`src/rtl/ps2_key_decoder.sv`:
```
// PS/2 scan-code set 2 receiver: sync, glitch filter, framing, prefix decode.
// Emits one-cycle make/break events for the keyboard matrix block.
module ps2_key_decoder #(
    parameter int FILTER_LEN = 8,
    parameter int TIMEOUT    = 65535
) (
    input  logic       clk_sys,
    input  logic       reset_n,
    input  logic       ps2_clk,
    input  logic       ps2_data,
    output logic       key_strobe,
    output logic       key_pressed,
    output logic [7:0] key_code,
    output logic       key_extended,
    output logic       frame_error
);

    localparam int FW = $clog2(FILTER_LEN + 1);
    localparam int TW = $clog2(TIMEOUT + 1);

    typedef enum logic [2:0] {
        IDLE,
        DATA,
        PARITY,
        STOP,
        DONE
    } state_t;

    logic          clk_s1_q, clk_s2_q;
    logic          dat_s1_q, dat_s2_q;
    logic          flt_q;
    logic [FW-1:0] flt_cnt_q;
    logic          fall_q;

    state_t        state_q;
    logic [2:0]    bitcnt_q;
    logic [7:0]    shift_q;
    logic          par_q;
    logic          ext_q, brk_q;
    logic [2:0]    swallow_q;
    logic [TW-1:0] wdt_q;
    logic          strobe_q, pressed_q, extd_q, ferr_q;
    logic [7:0]    code_q;

    logic          timeout_d;

    assign key_strobe   = strobe_q;
    assign key_pressed  = pressed_q;
    assign key_code     = code_q;
    assign key_extended = extd_q;
    assign frame_error  = ferr_q;

    // Filtered clock flips only after FILTER_LEN consecutive differing samples.
    always_ff @(posedge clk_sys or negedge reset_n) begin
        if (!reset_n) begin
            clk_s1_q  <= 1'b1;
            clk_s2_q  <= 1'b1;
            dat_s1_q  <= 1'b1;
            dat_s2_q  <= 1'b1;
            flt_q     <= 1'b1;
            flt_cnt_q <= '0;
            fall_q    <= 1'b0;
        end else begin
            clk_s1_q <= ps2_clk;
            clk_s2_q <= clk_s1_q;
            dat_s1_q <= ps2_data;
            dat_s2_q <= dat_s1_q;
            fall_q   <= 1'b0;
            if (clk_s2_q == flt_q) begin
                flt_cnt_q <= '0;
            end else if (flt_cnt_q == FW'(FILTER_LEN - 1)) begin
                flt_q     <= clk_s2_q;
                flt_cnt_q <= '0;
                fall_q    <= flt_q;
            end else begin
                flt_cnt_q <= flt_cnt_q + 1'b1;
            end
        end
    end

    assign timeout_d = (state_q != IDLE) && (state_q != DONE) && !fall_q &&
                       (wdt_q == TW'(TIMEOUT - 1));

    always_ff @(posedge clk_sys or negedge reset_n) begin
        if (!reset_n) begin
            state_q   <= IDLE;
            bitcnt_q  <= '0;
            shift_q   <= '0;
            par_q     <= 1'b0;
            ext_q     <= 1'b0;
            brk_q     <= 1'b0;
            swallow_q <= '0;
            wdt_q     <= '0;
            strobe_q  <= 1'b0;
            pressed_q <= 1'b0;
            code_q    <= '0;
            extd_q    <= 1'b0;
            ferr_q    <= 1'b0;
        end else begin
            strobe_q <= 1'b0;
            ferr_q   <= 1'b0;
            if (fall_q) begin
                wdt_q <= '0;
            end else if (state_q != IDLE) begin
                wdt_q <= wdt_q + 1'b1;
            end

            if (timeout_d) begin
                ferr_q  <= 1'b1;
                ext_q   <= 1'b0;
                brk_q   <= 1'b0;
                wdt_q   <= '0;
                state_q <= IDLE;
            end else begin
                unique case (state_q)
                    IDLE: begin
                        if (fall_q && !dat_s2_q) begin
                            bitcnt_q <= '0;
                            state_q  <= DATA;
                        end
                    end
                    DATA: begin
                        if (fall_q) begin
                            shift_q  <= {dat_s2_q, shift_q[7:1]};
                            bitcnt_q <= bitcnt_q + 1'b1;
                            if (bitcnt_q == 3'd7) begin
                                state_q <= PARITY;
                            end
                        end
                    end
                    PARITY: begin
                        if (fall_q) begin
                            par_q   <= dat_s2_q;
                            state_q <= STOP;
                        end
                    end
                    STOP: begin
                        if (fall_q) begin
                            if (dat_s2_q && (^{shift_q, par_q})) begin
                                state_q <= DONE;
                            end else begin
                                ferr_q    <= 1'b1;
                                ext_q     <= 1'b0;
                                brk_q     <= 1'b0;
                                swallow_q <= '0;
                                state_q   <= IDLE;
                            end
                        end
                    end
                    DONE: begin
                        state_q <= IDLE;
                        if (swallow_q != 3'd0) begin
                            swallow_q <= swallow_q - 1'b1;
                        end else if (shift_q == 8'hE1) begin
                            // Pause sends 7 more bytes after E1; drop them all.
                            swallow_q <= 3'd7;
                            ext_q     <= 1'b0;
                            brk_q     <= 1'b0;
                        end else if (shift_q == 8'hE0) begin
                            ext_q <= 1'b1;
                        end else if (shift_q == 8'hF0) begin
                            brk_q <= 1'b1;
                        end else if (shift_q == 8'h00 || shift_q == 8'hAA ||
                                     shift_q == 8'hEE || shift_q == 8'hFA ||
                                     shift_q == 8'hFC || shift_q == 8'hFD ||
                                     shift_q == 8'hFE || shift_q == 8'hFF) begin
                            ext_q <= 1'b0;
                            brk_q <= 1'b0;
                        end else begin
                            strobe_q  <= 1'b1;
                            code_q    <= shift_q;
                            pressed_q <= ~brk_q;
                            extd_q    <= ext_q;
                            ext_q     <= 1'b0;
                            brk_q     <= 1'b0;
                        end
                    end
                    default: state_q <= IDLE;
                endcase
            end
        end
    end

endmodule

```
`config.mk`:
```
export PLATFORM = sky130hd
export DESIGN_NAME = ps2_key_decoder
export DESIGN_NICKNAME = d
export VERILOG_FILES = /design/src/rtl/ps2_key_decoder.sv
export SDC_FILE = /design/constraint.sdc
export NUM_CORES = 1
export LEC_CHECK = 0
export ABC_AREA = 1
export CAP_MARGIN = 20
export CELL_PAD_IN_SITES_DETAIL_PLACEMENT = 2
export CELL_PAD_IN_SITES_GLOBAL_PLACEMENT = 2
export CORE_MARGIN = 10
export CORE_UTILIZATION = 36
export DETAILED_ROUTE_END_ITERATION = 10
export PLACE_DENSITY = 0.81
export REMOVE_ABC_BUFFERS = 1
export SYNTH_ARGS = -nofsm -noshare
export SYNTH_HDL_FRONTEND = slang
export SYNTH_SLANG_ARGS = --single-unit
```
`constraint.sdc`:
```
create_clock -name clk_sys -period 1.8 [get_ports clk_sys]
set_input_delay 0.54 -clock clk_sys [delete_from_list [all_inputs] [get_ports clk_sys]]
set_output_delay 0.54 -clock clk_sys [all_outputs]
set_load 0.005 [all_outputs]
```
==> results of run 1 <==
[through the flow]
| stage | hold WS [ps] | total power [W] | area, um2 | util, % | cells |
|---|---|---|---|---|---|
| detailed placement | 348.7 | 0.002563 | 3306 | 40.64 | 481 |
| global route | 222.8 | 0.004096 | 3651 | 44.89 | 506 |
| CTS | 201.5 | 0.003726 | 3496 | 42.98 | 497 |
| floorplan | 244.4 | 0.002204 | 2949 | - | 352 |
| finish | 206.1 | 0.003829 | 3651 | 44.89 | 506 |
| global placement | 345.8 | 0.002501 | 3306 | 40.64 | 481 |
[sequential cells by signal, indices dropped and copies added (netlist names)]
signal,cells
key_extended,1
bitcnt_q,3
clk_s2_q,1
state_q,3
clk_s1_q,1
frame_error,1
brk_q,1
wdt_q,16
key_strobe,1
flt_cnt_q,4
par_q,1
dat_s1_q,1
shift_q,8
key_code,8
swallow_q,3
dat_s2_q,1
fall_q,1
ext_q,1
flt_q,1
key_pressed,1
[what timing repair did]
item                                    4_1_cts  5_1_grt
resized for setup                             1       28
endpoints found under the setup margin        2       28
pin swaps                                     0        8
cloned                                        0        2
buffers inserted                              0        7
hold buffers                                  0        0
[how the worst max path moves through the flow]
stage	start	endpoint	slack [ps]	cells past startpoint
after floorplan	wdt_q[0]	ext_q	310	11
after global placement	state_q[1]	key_pressed	80	8
after detailed placement	state_q[1]	key_code[7]	10	8
after CTS	key_code[6]	key_code[6]	20	1
after global routing	wdt_q[0]	brk_q	-100	11
final	wdt_q[0]	state_q[1]	40	12
[logic make-up (layout without fill, tap and decap cells)]
family / Yosys count / after routing / synth area share [%]
buf+inv: 47 / 91 / 6.355
flops: 58 / 58 / 49.03
compound gates: 57 / 57 / 11.11
xor+xnor: 5 / 5 / 1.473
simple gates: 181 / 183 / 29.08
fa+ha+maj: 7 / 7 / 2.946
[Yosys cell counts (2+ instances only)]
master	n
sky130_fd_sc_hd__inv_1	34
sky130_fd_sc_hd__nand4_2	2
sky130_fd_sc_hd__ha_1	7
sky130_fd_sc_hd__o21ai_1	12
sky130_fd_sc_hd__xor2_1	2
sky130_fd_sc_hd__dfstp_2	5
sky130_fd_sc_hd__nand4_1	12
sky130_fd_sc_hd__dfrtp_1	53
sky130_fd_sc_hd__nor3_1	7
sky130_fd_sc_hd__o21a_1	2
sky130_fd_sc_hd__xnor2_1	3
sky130_fd_sc_hd__nor2_4	5
sky130_fd_sc_hd__a22o_1	2
sky130_fd_sc_hd__a21oi_1	14
sky130_fd_sc_hd__nand3_1	12
sky130_fd_sc_hd__nand2_1	84
sky130_fd_sc_hd__nor4_1	2
sky130_fd_sc_hd__o21ai_0	19
sky130_fd_sc_hd__nand2_2	5
sky130_fd_sc_hd__nor2_2	5
sky130_fd_sc_hd__a211oi_2	2
sky130_fd_sc_hd__nand3_2	6
sky130_fd_sc_hd__inv_2	9
sky130_fd_sc_hd__nor2_1	38
[routing by layer]
| layer | track usage, % | up-vias | share of wire (%) |
|---|---|---|---|
| met5 | 0 | - | 0 |
| met4 | 3.646 | 0 | 1.6 |
| met3 | 4.167 | 10 | 3.0 |
| met2 | 25.63 | 29 | 55 |
| met1 | 14.00 | 1321 | 41 |
| li1 | - | 1250 | - |
[layout make-up]
type	instances	area, um2	area share, %
flip-flops and latches	58	1463	40.06
multi-input cells	252	1426	39.07
repair buffers	31	280.3	7.676
clock buffers	14	172.7	4.729
inverters	44	167.7	4.592
well taps	105	131.4	3.598
clock inverters	2	10.01	0.2742
[power by group]
part / internal (W) / leakage (nW) / switching, W / total [W]
registers: 0.00145 / 0.767 / 0.000159 / 0.00161
logic: 0.000417 / 0.824 / 0.000672 / 0.00109
clock network: 0.000610 / 0.0965 / 0.000519 / 0.00113
total: 0.00248 / 1.69 / 0.00135 / 0.00383
[cell usage in the layout (no fill, tap or decap), types with 2 or more instances in the layout]
cell                              count
sky130_fd_sc_hd__a21oi_2              4
sky130_fd_sc_hd__nand3_2              7
sky130_fd_sc_hd__clkbuf_1             2
sky130_fd_sc_hd__o21ai_1             12
sky130_fd_sc_hd__nand3_1             11
sky130_fd_sc_hd__nand2_1             81
sky130_fd_sc_hd__nor2_2               8
sky130_fd_sc_hd__nand4_1             12
sky130_fd_sc_hd__dfrtp_1             49
sky130_fd_sc_hd__clkinv_2             2
sky130_fd_sc_hd__ha_1                 6
sky130_fd_sc_hd__nand2_2              8
sky130_fd_sc_hd__a21oi_1             11
sky130_fd_sc_hd__xor2_1               2
sky130_fd_sc_hd__inv_1               30
sky130_fd_sc_hd__xnor2_1              3
sky130_fd_sc_hd__dfstp_2              5
sky130_fd_sc_hd__dfrtp_2              4
sky130_fd_sc_hd__nor4_1               2
sky130_fd_sc_hd__clkbuf_8            12
sky130_fd_sc_hd__o21ai_0             19
sky130_fd_sc_hd__buf_4               15
sky130_fd_sc_hd__a22o_1               2
sky130_fd_sc_hd__nor2_4               7
sky130_fd_sc_hd__nor3_1               6
sky130_fd_sc_hd__a211oi_2             2
sky130_fd_sc_hd__nor2_1              34
sky130_fd_sc_hd__inv_2               12
sky130_fd_sc_hd__clkdlybuf4s50_1     13
sky130_fd_sc_hd__o21a_1               2
[worst max-delay path, stage by stage (launching register included)]
cell and delay (ps):
sky130_fd_sc_hd__dfrtp_1 390, sky130_fd_sc_hd__inv_2 100, sky130_fd_sc_hd__ha_4 150, sky130_fd_sc_hd__nand2_2 60, sky130_fd_sc_hd__nor3_2 180, sky130_fd_sc_hd__nand2_2 110, sky130_fd_sc_hd__nor2_4 210, sky130_fd_sc_hd__nor2_4 110
sky130_fd_sc_hd__nand3_2 100, sky130_fd_sc_hd__nand2_2 80, sky130_fd_sc_hd__inv_2 80, sky130_fd_sc_hd__nor2_1 40, sky130_fd_sc_hd__nor2_1 100
==> summary.txt, run 1 <==
======================================================================================
Run status                                                                complete, no violations
Worst ir drop on vdd                                                       0.0004253 V
Maximum count of clock buffers along a single path                                   2
Power density over the cells                                               1049 nW/um2
Fmax                                                                         567.5 MHz
Proportion of synthesized chip area in sequential cells                         49.03%
Mean instance size in the synthesized netlist                                8.374 um2
Net count, final                                                                   407
R2R depth                                                                           12
Number of synthesized register bits                                                 58
Final Setup Violations                                                               0
Number of enable-type register cells in the synthesized netlist                      0
Antenna violations before repair                                                     0
Global placement routability congestion                                         0.7682
Worst r2r dst                                                               state_q[1]
Die W                                                                         110.9 um
Antenna diode count                                                                  0
Pins Over Slew Limit                                                                 0
Latest clock arrival within the worst-skew pair                                 330 ps
Leading cell types by total area after synthesis                          sky130_fd_sc_hd__dfrtp_1 45%, sky130_fd_sc_hd__nand2_1 11%, sky130_fd_sc_hd__nor2_1 4.8%
Clock slew at the register clock pins of the worst setup and hold paths          70 ps
Portion of synthesized cell area occupied by the leading cell type              44.61%
Post-detail-place hpwl                                                         5932 um
Worst EP required                                                              2070 ps
Worst-path fanout max                                                                5
Via count of the first global-routing pass                                        2903
GRT Overall Usage                                                               13.56%
Antenna Violating Nets Remaining                                                     0
CP Class                                                                  flop to flop
Pin count of the biggest net entering global routing                                59
Number of H-tree levels                                                              3
Die area                                                                     12290 um2
Area growth from synthesis to layout                                            22.81%
Final Critical Period                                                          1762 ps
Chip height                                                                   110.9 um
CTS tree                                                                          done
Number of buffers created by CTS                                                     9
Hold WC Path Type                                                         input port to async pin
Unique cell type count in the Yosys netlist                                         37
Leakage Power                                                                 1.688 nW
Largest clock skew in the final design                                        9.084 ps
Root cell of the clock tree                                               sky130_fd_sc_hd__clkbuf_8
Yosys warning count                                                                  0
Top-Level Pins                                                                      16
Routed length per instance                                                    17.42 um
Total Wirelength                                                               8814 um
Period Utilization, post-route                                                  97.90%
Number of vias in the routed layout                                               2610
Cell taking the most area after synthesis                                 sky130_fd_sc_hd__dfrtp_1
Number of buffers added on ports                                                    15
Max-cap violations                                                                   0
Top_reg_cell synth                                                        sky130_fd_sc_hd__dfrtp_1
Data arrival at the endpoint of the critical path                              2030 ps
Slew at the pin closest to its max-slew limit                                 434.4 ps
Row Count                                                                           33
Number of endpoints with negative hold slack in the final report                     0
Gate count after technology mapping                                                355
Final setup TNS                                                                   0 ps
Crit Reg-Reg Startpoint                                                       wdt_q[0]
Remaining DRCs                                                                       0
Worst reg-to-reg setup slack                                                     40 ps
Startpoint type of the worst setup path                                           flop
Initial Utilization                                                             36.55%
Worst relative slew slack                                                       70.77%
Remaining global-route overflow                                                      0
Global-route wire length before repair                                        14010 um
Area of the core                                                              8134 um2
Share of flip-flops with an asynchronous set or reset                           100.0%
Setup slack of the critical path after layout                                 37.87 ps
Number of DRC markers in iteration 0                                                78
Number of clock sinks                                                               58
Fill cells                                                                         921
Initial DRT Pass Iterations                                                          4
RSZ-0062 raised after global routing                                              true
Per-cell via count in the routed design                                          5.158
Type of element capturing the critical path                                       flop
Fraction of final layout cells sized beyond drive strength 1                    23.94%
Pre-CTS setup slack                                                           14.58 ps
Post-synthesis cell area                                                      2973 um2
======================================================================================
Note: power is estimated with default switching activity, not from simulation.
==> run 2: changes to the inputs <==
--- a/config.mk
+++ b/config.mk
@@ -12,6 +12,7 @@
 export CORE_MARGIN = 10
 export CORE_UTILIZATION = 36
 export DETAILED_ROUTE_END_ITERATION = 10
+export MAX_ROUTING_LAYER = met4
 export PLACE_DENSITY = 0.81
 export REMOVE_ABC_BUFFERS = 1
 export SYNTH_ARGS = -nofsm -noshare
==> run 2 against run 1 <==
Effect of this change: total power about the same; sequential share of layout area did not move; global-route usage grew 0.42 points; count of clock-buffer cells in the layout did not move; routed wire length up 0.23%; maximum frequency fell by 0.23%; cell area stayed put; utilization unchanged; combinational power barely moved; critical endpoint unchanged; critical path depth is the same; via count is essentially flat; highest routed layer unchanged; cell count is the same.
==> summary.txt, run 2 (same netlist as run 1, synthesis figures left out) <==
======================================================================================
Type of element capturing the critical path                                       flop
Leakage Power                                                                 1.688 nW
CTS tree                                                                          done
CP Class                                                                  flop to flop
Total placed instance area                                                    3306 um2
Power density over the cells                                               1048 nW/um2
Die W                                                                         110.9 um
Setup slack of the critical path after layout                                 33.75 ps
R2R depth                                                                           12
Initial DRT Pass Iterations                                                          4
Total Wirelength                                                               8834 um
Global placement routability congestion                                         0.7784
Power share of the sequential group                                              42.1%
Via count of the first global-routing pass                                        2901
Number of H-tree levels                                                              3
Chip height                                                                   110.9 um
Remaining DRCs                                                                       0
Number of buffers added on ports                                                    15
Slew at the pin closest to its max-slew limit                                 441.3 ps
Clock slew at the register clock pins of the worst setup and hold paths          70 ps
Number of DRC markers in iteration 0                                                71
Pin count of the biggest net entering global routing                                59
Final Critical Period                                                          1766 ps
Worst r2r dst                                                               state_q[1]
Area growth from synthesis to layout                                            22.81%
Most frequent standard cell in the layout excluding fill and tap cells    sky130_fd_sc_hd__nand2_1
Area of all placed cells without fillers                                      3651 um2
Fmax                                                                         566.2 MHz
Max-cap violations                                                                   0
Startpoint type of the worst setup path                                           flop
Total internal power                                                        0.002479 W
Crit Reg-Reg Startpoint                                                       wdt_q[0]
Leading cell types in the layout, fill and taps excluded                  81 x sky130_fd_sc_hd__nand2_1, 49 x sky130_fd_sc_hd__dfrtp_1, 34 x sky130_fd_sc_hd__nor2_1
Worst ir drop on vdd                                                       0.0004243 V
Antenna violations before repair                                                     0
Data arrival at the endpoint of the critical path                              2040 ps
# hold bufs at CTS                                                                   0
Flip-flop count of the largest register, all copies and words added                 16
Number of clock sinks                                                               58
Switching share of power                                                        35.21%
Final Setup Violations                                                               0
Fill cells                                                                         921
Number of buffers created by CTS                                                     9
Row Count                                                                           33
Antenna diode count                                                                  0
Per-cell via count in the routed design                                          5.160
Switching component of the power                                            0.001347 W
Routed length per instance                                                    17.46 um
Proportion of power drawn by the clock network                                   29.5%
Hold WC Path Type                                                         input port to async pin
Global-route wire length before repair                                        14040 um
Area of the core                                                              8134 um2
Maximum count of clock buffers along a single path                                   2
Fraction of final layout cells sized beyond drive strength 1                    23.94%
Period Utilization, post-route                                                  98.13%
Initial Utilization                                                             36.55%
Largest clock skew in the final design                                        8.121 ps
GRT Overall Usage                                                               13.99%
Root cell of the clock tree                                               sky130_fd_sc_hd__clkbuf_8
Number of vias in the routed layout                                               2611
Net count, final                                                                   407
Top register by number of flip-flops                                             wdt_q
RSZ-0062 raised after global routing                                              true
Worst-path fanout max                                                                5
Post-detail-place hpwl                                                         5932 um
Worst EP required                                                              2070 ps
Pre-CTS setup slack                                                           14.58 ps
Run status                                                                complete, no violations
Critical path launch point                                                    wdt_q[0]
Die area                                                                     12290 um2
Antenna Violating Nets Remaining                                                     0
Latest clock arrival within the worst-skew pair                                 330 ps
Worst reg-to-reg setup slack                                                     30 ps
Share of total power in combinational logic                                      28.4%
Number of endpoints with negative hold slack in the final report                     0
Worst relative slew slack                                                       70.31%
Top-Level Pins                                                                      16
Pins Over Slew Limit                                                                 0
Remaining global-route overflow                                                      0
======================================================================================
-- run 2: cell counts in the layout (fill, tap and decap cells not counted) --
No cell type changed its count.
-- run 2: worst max path at each step --
stage	cells after the start	slack, ps	to
after floorplan	11	310	ext_q
after global placement	8	80	key_pressed
after detailed placement	8	10	key_code[7]
after CTS	1	20	key_code[6]
after global routing	11	-100	brk_q
final	12	30	state_q[1]
-- run 2: through the flow --
stage	TNS [ps]	total power, W	utilization, %	hold slack [ps]	cells
6_report	0	0.003826	44.89	204.6	506
5_1_grt	-557.8	0.004104	44.89	223.0	506
4_1_cts	0	0.003726	42.98	201.5	497
3_5_place_dp	0	0.002563	40.64	348.7	481
3_3_place_gp	0	0.002501	40.64	345.8	481
2_1_floorplan	0	0.002204	-	244.4	352
-- run 2: critical path, cell delays in order, from the launching register on --
cell                      delay, ps
sky130_fd_sc_hd__dfrtp_1        390
sky130_fd_sc_hd__inv_2          100
sky130_fd_sc_hd__ha_4           150
sky130_fd_sc_hd__nand2_2         60
sky130_fd_sc_hd__nor3_2         180
sky130_fd_sc_hd__nand2_2        110
sky130_fd_sc_hd__nor2_4         210
sky130_fd_sc_hd__nor2_4         110
sky130_fd_sc_hd__nand3_2        100
sky130_fd_sc_hd__nand2_2         80
sky130_fd_sc_hd__inv_2           80
sky130_fd_sc_hd__nor2_1          40
sky130_fd_sc_hd__nor2_1         100
-- run 2: power groups by stage --
| stage | clock network [W] | registers [W] | logic, W |
|---|---|---|---|
| floorplan | 0 | 0.00158 | 0.000623 |
| global placement | 0 | 0.00160 | 0.000900 |
| detailed placement | 0 | 0.00162 | 0.000946 |
| CTS | 0.00117 | 0.00160 | 0.000959 |
| global route | 0.00124 | 0.00163 | 0.00123 |
| finish | 0.00113 | 0.00161 | 0.00109 |
-- run 2: cell type report --
cell class              count  area [um2]  share of cell area, %
flip-flops and latches     58        1463                  40.06
multi-input cells         252        1426                  39.07
repair buffers             31       280.3                  7.676
clock buffers              14       172.7                  4.729
inverters                  44       167.7                  4.592
well taps                 105       131.4                  3.598
clock inverters             2       10.01                 0.2742
-- run 2: what timing repair did --
| item | CTS | global route |
|---|---|---|
| gates resized for setup | 1 | 28 |
| setup endpoints to repair | 2 | 28 |
| buffers inserted | 0 | 7 |
| cloned | 0 | 2 |
| pin swaps | 0 | 8 |
-- run 2: metal layers --
metal	part of all wire [%]	vias up	global-route usage (%)
met1	40	1325	14.22
met2	55	29	25.51
met3	3.1	10	4.167
li1	-	1247	-
met5	0	-	-
met4	1.5	0	3.646
==> run 3: changes to the inputs <==
--- a/config.mk
+++ b/config.mk
@@ -9,12 +9,14 @@
 export CAP_MARGIN = 20
 export CELL_PAD_IN_SITES_DETAIL_PLACEMENT = 2
 export CELL_PAD_IN_SITES_GLOBAL_PLACEMENT = 2
+export CORE_ASPECT_RATIO = 1.4
 export CORE_MARGIN = 10
 export CORE_UTILIZATION = 36
 export DETAILED_ROUTE_END_ITERATION = 10
 export MAX_ROUTING_LAYER = met4
 export PLACE_DENSITY = 0.81
 export REMOVE_ABC_BUFFERS = 1
+export SETUP_SLACK_MARGIN = 0.1
 export SYNTH_ARGS = -nofsm -noshare
 export SYNTH_HDL_FRONTEND = slang
 export SYNTH_SLANG_ARGS = --single-unit
==> run 3 against run 2 <==
Effect of this change: utilization increased by 3.5 points; maximum frequency increased by 5.6%; clock power up 46%; global-route usage is 1.7 points higher; worst hold slack worse by 26 ps; setup slack gained 94 ps; highest routed layer unchanged.
==> summary.txt, run 3 (same netlist as run 1, synthesis figures left out) <==
======================================================================================
Latest clock arrival within the worst-skew pair                                 330 ps
Slew at the pin closest to its max-slew limit                                 469.2 ps
GRT Overall Usage                                                               15.66%
Chip height                                                                   127.5 um
Number of buffer and inverter instances along the worst setup path                   3
Net count, final                                                                   412
Run status                                                                complete, no violations
Worst relative slew slack                                                       68.72%
Fmax                                                                         597.9 MHz
Number of buffers added on ports                                                    15
Die W                                                                         96.80 um
Global placement routability congestion                                         0.7720
Antenna Violating Nets Remaining                                                     0
Flip-flop count of the largest register, all copies and words added                 16
Worst ir drop on vdd                                                       0.0006568 V
Multi-input combinational cell area                                           1545 um2
Total Wirelength                                                               9689 um
RSZ-0062 raised after global routing                                              true
Power density over the cells                                               1153 nW/um2
Via count of the first global-routing pass                                        3060
Maximum count of clock buffers along a single path                                   2
CP Class                                                                  flop to flop
Remaining DRCs                                                                       0
Number of DRC markers in iteration 0                                                59
Per-cell via count in the routed design                                          5.289
Number of buffers created by CTS                                                     9
Leakage Power                                                                 1.820 nW
Max-cap violations                                                                   0
Leading cell types in the layout, fill and taps excluded                  77 x sky130_fd_sc_hd__nand2_1, 45 x sky130_fd_sc_hd__dfrtp_1, 30 x sky130_fd_sc_hd__inv_1
Met1 layer wirelength in the final routing                                     3666 um
Clock slew at the register clock pins of the worst setup and hold paths          50 ps
Data arrival at the endpoint of the critical path                              1900 ps
Remaining global-route overflow                                                      0
Area of the core                                                              8100 um2
Critical path's slowest cell                                              sky130_fd_sc_hd__dfrtp_1
Final Critical Period                                                          1672 ps
CP max stage delay                                                              390 ps
Initial DRT Pass Iterations                                                          4
CP Cell Sequence                                                          inv_2 > ha_4 > nand2_2 > nor3_2 > nand2_2 > nor2_4 > nor2_4 > buf_12 > inv_6 > nor2_1 > o21a_1
Die area                                                                     12340 um2
Top-Level Pins                                                                      16
Worst EP required                                                              2020 ps
Initial Utilization                                                             36.70%
Final core area utilization                                                     48.35%
Fill cells                                                                         889
Most frequent standard cell in the layout excluding fill and tap cells    sky130_fd_sc_hd__nand2_1
Top register by number of flip-flops                                             wdt_q
Pin count of the biggest net entering global routing                                59
Highest Signal Layer                                                              met4
Type of element capturing the critical path                                       flop
Crit Reg-Reg Startpoint                                                       wdt_q[0]
# hold bufs at CTS                                                                   0
Worst reg-to-reg setup slack                                                    130 ps
Post-detail-place hpwl                                                         6060 um
Startpoint type of the worst setup path                                           flop
Routed length per instance                                                    19.07 um
CTS tree                                                                          done
Row Count                                                                           39
Kind of cell adding the most delay to the critical path                   simple AND/OR/NAND/NOR gates
Pins Over Slew Limit                                                                 0
Power Total                                                                 0.004515 W
Largest clock skew in the final design                                        7.666 ps
Final Setup Violations                                                               0
Number of clock sinks                                                               58
Root cell of the clock tree                                               sky130_fd_sc_hd__clkbuf_16
R2R depth                                                                           11
Number of endpoints with negative hold slack in the final report                     0
Antenna violations before repair                                                     0
Period Utilization, post-route                                                  92.91%
Final setup TNS                                                                   0 ps
Area taken by flip-flops and latches                                          1468 um2
Worst r2r dst                                                                 wdt_q[5]
Fraction of final layout cells sized beyond drive strength 1                    29.56%
Worst-path fanout max                                                                8
Number of vias in the routed layout                                               2687
Area growth from synthesis to layout                                            31.73%
Global-route wire length before repair                                        15350 um
Hold WC Path Type                                                         input port to async pin
Antenna diode count                                                                  0
Number of H-tree levels                                                              3
Detail Route met3 WL                                                            281 um
Routed length on met2                                                          5528 um
======================================================================================
-- run 3: final cells by class --
cell class                      instances  area share [%]
Clock buffer                           14           6.997
Clock inverter                          2          0.2556
Inverter                               44           4.473
Multi-Input combinational cell        252           39.46
Sequential cell                        58           37.48
Tap cell                              102           3.259
Timing Repair Buffer                   36           8.083
-- run 3: timing repair --
item	CTS	global route
pin swaps	10	19
resized for setup	31	44
setup endpoints to repair	43	33
gates cloned	0	2
setup buffers	7	5
-- run 3: metrics by stage --
step / instance area [um2] / std cells / worst slack [ps] / hold WS [ps]
finish: 3916 / 508 / 127.6 / 178.5
global route: 3916 / 508 / 33.34 / 230.1
CTS: 3690 / 501 / 36.04 / 218.1
floorplan: 2949 / 352 / 305.5 / 244.4
global placement: 3302 / 478 / 19.48 / 345.4
detailed placement: 3302 / 478 / -46.04 / 349.7
-- run 3: routing by layer --
layer | global-route usage [%] | up-vias
met5 | - | -
met4 | 7.137 | 0
met3 | 3.506 | 18
met2 | 29.53 | 34
met1 | 14.74 | 1376
li1 | - | 1259
-- run 3: worst max-delay path by stage --
stage	startpoint	end	slack, ps	cells past startpoint
2_1_floorplan	wdt_q[0]	ext_q	310	11
3_5_place_dp	wdt_q[0]	state_q[0]	-50	12
3_3_place_gp	wdt_q[0]	wdt_q[5]	20	10
6_report	wdt_q[0]	wdt_q[5]	130	11
5_1_grt	wdt_q[4]	state_q[1]	30	10
4_1_cts	wdt_q[0]	ext_q	40	11
-- run 3: power breakdown --
| group | switching, W | internal, W |
|---|---|---|
| Combinational | 0.000749 | 0.000481 |
| Clock | 0.000610 | 0.00104 |
| Sequential | 0.000175 | 0.00146 |
